[config.mk]
export PLATFORM = sky130hd
export DESIGN_NAME = fetch_stage
export DESIGN_NICKNAME = d
export VERILOG_FILES = /design/src/rtl/fetch_stage.sv
export SDC_FILE = /design/constraint.sdc
export NUM_CORES = 1
export LEC_CHECK = 0
export CORE_ASPECT_RATIO = 1.75
export CORE_MARGIN = 3
export CORE_UTILIZATION = 43
export DETAILED_ROUTE_END_ITERATION = 6
export GPL_ROUTABILITY_DRIVEN = 0
export HOLD_SLACK_MARGIN = 0.03
export PLACE_DENSITY = 0.91
export SLEW_MARGIN = 30
export SYNTH_ARGS = -nofsm -noshare
export SYNTH_HDL_FRONTEND = slang
export SYNTH_SLANG_ARGS = --single-unit
[constraint.sdc]
create_clock -name clock -period 4.55 [get_ports clock]
set_input_delay 1.1375 -clock clock [delete_from_list [all_inputs] [get_ports clock]]
set_output_delay 1.1375 -clock clock [all_outputs]
set_load 0.02 [all_outputs]
[src/rtl/fetch_stage.sv]
// fetch_stage: owns the PC, fetches one instruction per PC over req/ready and hands it to decode.
module fetch_stage #(
  parameter logic [31:0] RESET_PC = 32'd0,
  parameter int unsigned MAX_WAIT = 255
) (
  input  logic        clock,
  input  logic        reset,
  output logic [31:0] pc,
  input  logic [31:0] next_pc,
  input  logic        flush,
  input  logic [31:0] flush_pc,
  output logic        imem_req,
  output logic [31:0] imem_addr,
  input  logic        imem_ready,
  input  logic [31:0] imem_data,
  output logic [31:0] instr,
  output logic [31:0] instr_pc,
  output logic        instr_valid,
  input  logic        decode_ready,
  output logic        fetch_error
);
  typedef enum logic [1:0] {S_IDLE, S_REQ, S_HOLD, S_ERR} state_t;
  state_t      state_q, state_d;
  logic [31:0] pc_q, pc_d, instr_q, instr_d, instr_pc_q, instr_pc_d;
  logic        instr_valid_q, instr_valid_d, fetch_error_q, fetch_error_d;
  logic [7:0]  wait_cnt_q, wait_cnt_d;
  always_comb begin
    state_d       = state_q;
    pc_d          = pc_q;
    instr_d       = instr_q;
    instr_pc_d    = instr_pc_q;
    instr_valid_d = instr_valid_q;
    fetch_error_d = fetch_error_q;
    wait_cnt_d    = wait_cnt_q;
    // A redirect beats any returning data or acceptance; only the error state ignores it.
    if (flush && state_q != S_ERR) begin
      pc_d          = flush_pc;
      instr_valid_d = 1'b0;
      wait_cnt_d    = '0;
      state_d       = S_IDLE;
    end else begin
      case (state_q)
        S_IDLE: begin
          state_d    = S_REQ;
          wait_cnt_d = '0;
        end
        S_REQ: begin
          if (imem_ready) begin
            instr_d       = imem_data;
            instr_pc_d    = pc_q;
            instr_valid_d = 1'b1;
            state_d       = S_HOLD;
          end else if (wait_cnt_q == 8'(MAX_WAIT - 1)) begin
            fetch_error_d = 1'b1;
            state_d       = S_ERR;
          end else begin
            wait_cnt_d = wait_cnt_q + 8'd1;
          end
        end
        S_HOLD: begin
          if (decode_ready) begin
            pc_d          = next_pc;
            instr_valid_d = 1'b0;
            wait_cnt_d    = '0;
            state_d       = S_REQ;
          end
        end
        S_ERR:   instr_valid_d = 1'b0;
        default: state_d = S_IDLE;
      endcase
    end
  end
  always_ff @(posedge clock) begin
    if (reset) begin
      state_q       <= S_IDLE;
      pc_q          <= RESET_PC;
      instr_q       <= '0;
      instr_pc_q    <= '0;
      instr_valid_q <= 1'b0;
      fetch_error_q <= 1'b0;
      wait_cnt_q    <= '0;
    end else begin
      state_q       <= state_d;
      pc_q          <= pc_d;
      instr_q       <= instr_d;
      instr_pc_q    <= instr_pc_d;
      instr_valid_q <= instr_valid_d;
      fetch_error_q <= fetch_error_d;
      wait_cnt_q    <= wait_cnt_d;
    end
  end
  assign pc          = pc_q;
  assign imem_addr   = pc_q;
  assign imem_req    = state_q == S_REQ;
  assign instr       = instr_q;
  assign instr_pc    = instr_pc_q;
  assign instr_valid = instr_valid_q;
  assign fetch_error = fetch_error_q;
endmodule

==> summary.md <==
| Metric | Value |
|---|---|
| Core area | approximately 11000 µm² |
| P_leak | between 0.002 and 0.0025 µW |
| Post-synth EDFFs | 0 |
| Hold Fails Final Rpt | 0 |
| # DRC | 0 |
| Hold_buf cts | 0 |
| Die X-Extent | 85.2 µm |
| CTS tree | built |
| Setup TNS | 0 ns |
| Share of cells above drive strength 1 | under 10% |
| Post-DR vias/cell | 5.19 |
| Layout net count | just over 800 |
| ANT cells | 0 |
| Pin count of the biggest net entering global routing | 108 |
| Crit share post-route | between 60% and 70% |
| Synth area leader | dfxtp_1 |
| Main flop type after synthesis | dfxtp_1 |
| Crit Path Class | reg -> out |
| Deepest clock path buffer count | 2 |
| Clock Sinks | between 100 and 150 |
| Routed wire length | about 14000 µm |
| Final Slew Violations | 0 |
| Area share of the largest cell type after synthesis | 45.8% |
| Critical path capture point type | primary output |
| CP max FO | 9 |
| Status | completed |
| CP peak stage delay | roughly 0.66 ns |
| Vias in the first global route | approximately 4200 |
| Final setup viols | 0 |
| Seq/Total Area, Yosys | about 46% |
| Area growth, synth to finish | 47.7% |
| Pwr dens | 301 nW/µm² |
| Slew at the pin with the worst max-slew slack | just over 0.8 ns |
| Buffers on Ports | between 200 and 250 |
| CP arrival | between 1.5 and 2 ns |
| Mapped Avg Cell Area | just under 9 µm² |
| Combinational share of power | 18.3% |
| Post_cts resized | 0 |
| DP HPWL | 9930 µm |
| Syn Std Cell Area | between 4000 and 5000 µm² |
| Vias | around 4400 |
| P_sw | 547 µW |
| Initial antenna violation count | 0 |
| Clk slew on worst S/H paths | around 0.070 ns |
| Routed Antenna Nets | 0 |
| Worst setup SP type | flip-flop |
| Worst path top cell family by delay | buffers and inverters |
| Cell Int Power | about 1500 µW |
| Post-Layout Cell Count | about 840 |
| WHS | roughly 0.45 ns |
| First-pass GRT wire length | 20800 µm |
| Post-synth top cells | nand2_1 (120), dfxtp_1 (108), a21oi_1 (64) |
| Worst skew pair latency | about 0.34 ns |
| Sequential power share | 48.4% |
| Number of distinct library cells after synthesis | 43 |
| Fmax | 332 MHz |
| Tot GR Track Use | between 20% and 30% |
| Yosys reg bits | 108 |
| Synth top area cells | dfxtp_1 (46%), nand2_1 (9.6%), mux2i_1 (7.6%), a21oi_1 (6.8%), buf_4 (5.3%) |
| Iteration-0 DRC Markers | roughly 170 |
| Row cnt | 50 |
| Max VDD drop | between 200 and 250 µV |
| RSZ-0062 raised after global routing | false |
| Placed insts | between 800 and 900 |
| Die area | between 10000 and 15000 µm² |
| Postcts setup bufs | 0 |
| Die Y | 145 µm |
| YS warnings | 0 |
| First-pass iteration count of the detailed router | 4 |
| CTS root buffer | clkbuf_16 |
| IO Pins | ~230 |
| Max Cap Viol | 0 |
| Avg WL per Cell | 16.3 µm |
| Switch share | between 20% and 30% |
| Most common cell in the netlist | nand2_1 |
| Final Critical Period | around 3 ns |
| Critical-path cell list | nor2b_4 -> clkdlybuf4s50_1 |
| Num CTS Buffers | 9 |
| Crit-path slowest cell | clkdlybuf4s50_1 |
| Worst endpoint required time | around 3.4 ns |
| Relative slew slack | about 45% |
| Clock Skew | around 0.009 ns |
| Max H-tree Level | 3 |
| Worst hold path type | reg -> reg |
| Bufs and invs on worst path | 1 |
| Asr flop ratio synth | 0% |
| GRT overflow | 0 |
| Power share of the clock group | between 30% and 40% |
| Starting Density | between 40% and 50% |
| Mapped Cells | 536 |
| Net count after synthesis | 639 |
[registers in the layout, summed over array words and instances, names as in the netlist]
name	cells
imem_addr	32
instr	32
instr_valid	1
fetch_error	1
instr_pc	32
wait_cnt_q	8
state_q	2
[worst min-delay path: stages, from the launching register on]
cell     delay, ns
dfxtp_1       0.31
nand2_1       0.05
a21oi_1       0.05
[metal layers]
metal,wire length (µm),up-vias,GRT usage (%),share of wire [%]
met5,0,-,0,0
met3,785,36,4.45,5.7
met2,7360,157,38.8,54
li1,-,2132,-,-
met1,5100,2047,23.0,37
met4,482,0,10.4,3.5
[cell usage in the layout (no fill, tap or decap), drive strengths merged]
cell type / netlist / final
a22oi: 1 / 1
inv: 4 / 4
clkdlybuf4s50: 0 / 230
o21ai: 2 / 2
nand2: 130 / 130
nor2: 38 / 38
a221oi: 1 / 1
o21bai: 1 / 1
a21boi: 1 / 1
and4: 1 / 1
and3: 2 / 2
o311ai: 1 / 1
or2: 1 / 1
or3b: 4 / 4
or4b: 1 / 1
a211oi: 32 / 32
clkbuf: 15 / 10
nand2b: 1 / 1
mux2i: 36 / 36
nand4: 2 / 2
clkinv: 0 / 3
dfxtp: 108 / 108
nand3b: 4 / 4
a21o: 1 / 1
nor3b: 2 / 2
nor2b: 1 / 1
a211o: 1 / 1
o221ai: 1 / 1
ha: 2 / 2
a22o: 1 / 1
a2111o: 1 / 1
nand3: 7 / 7
a21oi: 75 / 75
buf: 57 / 4
nand4bb: 1 / 1
clkinvlp: 0 / 2
[power by group through the flow]
stage | Clock, µW | Sequential (µW) | Combinational (µW)
CTS | 708 | 1010 | 386
global placement | 0 | 1030 | 376
detailed placement | 0 | 1030 | 384
floorplan | 0 | 1060 | 172
finish | 698 | 1010 | 384
global route | 750 | 1020 | 408
[logic make-up (layout without fill, tap and decap cells)]
| family | after synthesis | count (layout) | share of synthesized area [%] |
|---|---|---|---|
| DFF | 108 | 108 | 45.8 |
| buffers and inverters | 76 | 253 | 11.3 |
| AOI/OAI and AO/OA | 119 | 119 | 16.2 |
| and+or+nand+nor | 195 | 195 | 18.4 |
| adders and majority gates | 2 | 2 | 0.531 |
| muxes | 36 | 36 | 7.64 |
[worst paths after layout]
check	start	to	slack, ns	cells past startpoint
max	state_q[0]	imem_req	1.54	2
min	instr_pc[27]	instr_pc[27]	0.45	2
max reg2reg	state_q[0]	instr_pc[11]	2.34	5
min reg2reg	instr_pc[27]	instr_pc[27]	0.45	2
[final cells by class]
class	count	area (µm²)
Fill cell	849	3730
Timing Repair Buffer	234	2340
Sequential cell	108	2160
Multi-Input combinational cell	352	2030
Clock buffer	10	229
Tap cell	130	163
Clock inverter	5	30.0
Inverter	4	15.0
[metrics by stage]
stage	util [%]	total power [µW]	worst slack, ns	area, µm²
after floorplan	-	1240	2.49	4720
final	65.1	2090	1.54	6970
after global placement	62.7	1410	1.52	6700
after global routing	65.1	2180	1.46	6970
after CTS	65.1	2110	1.51	6970
after detailed placement	62.7	1420	1.40	6710
(Power assumes the default switching activity.)
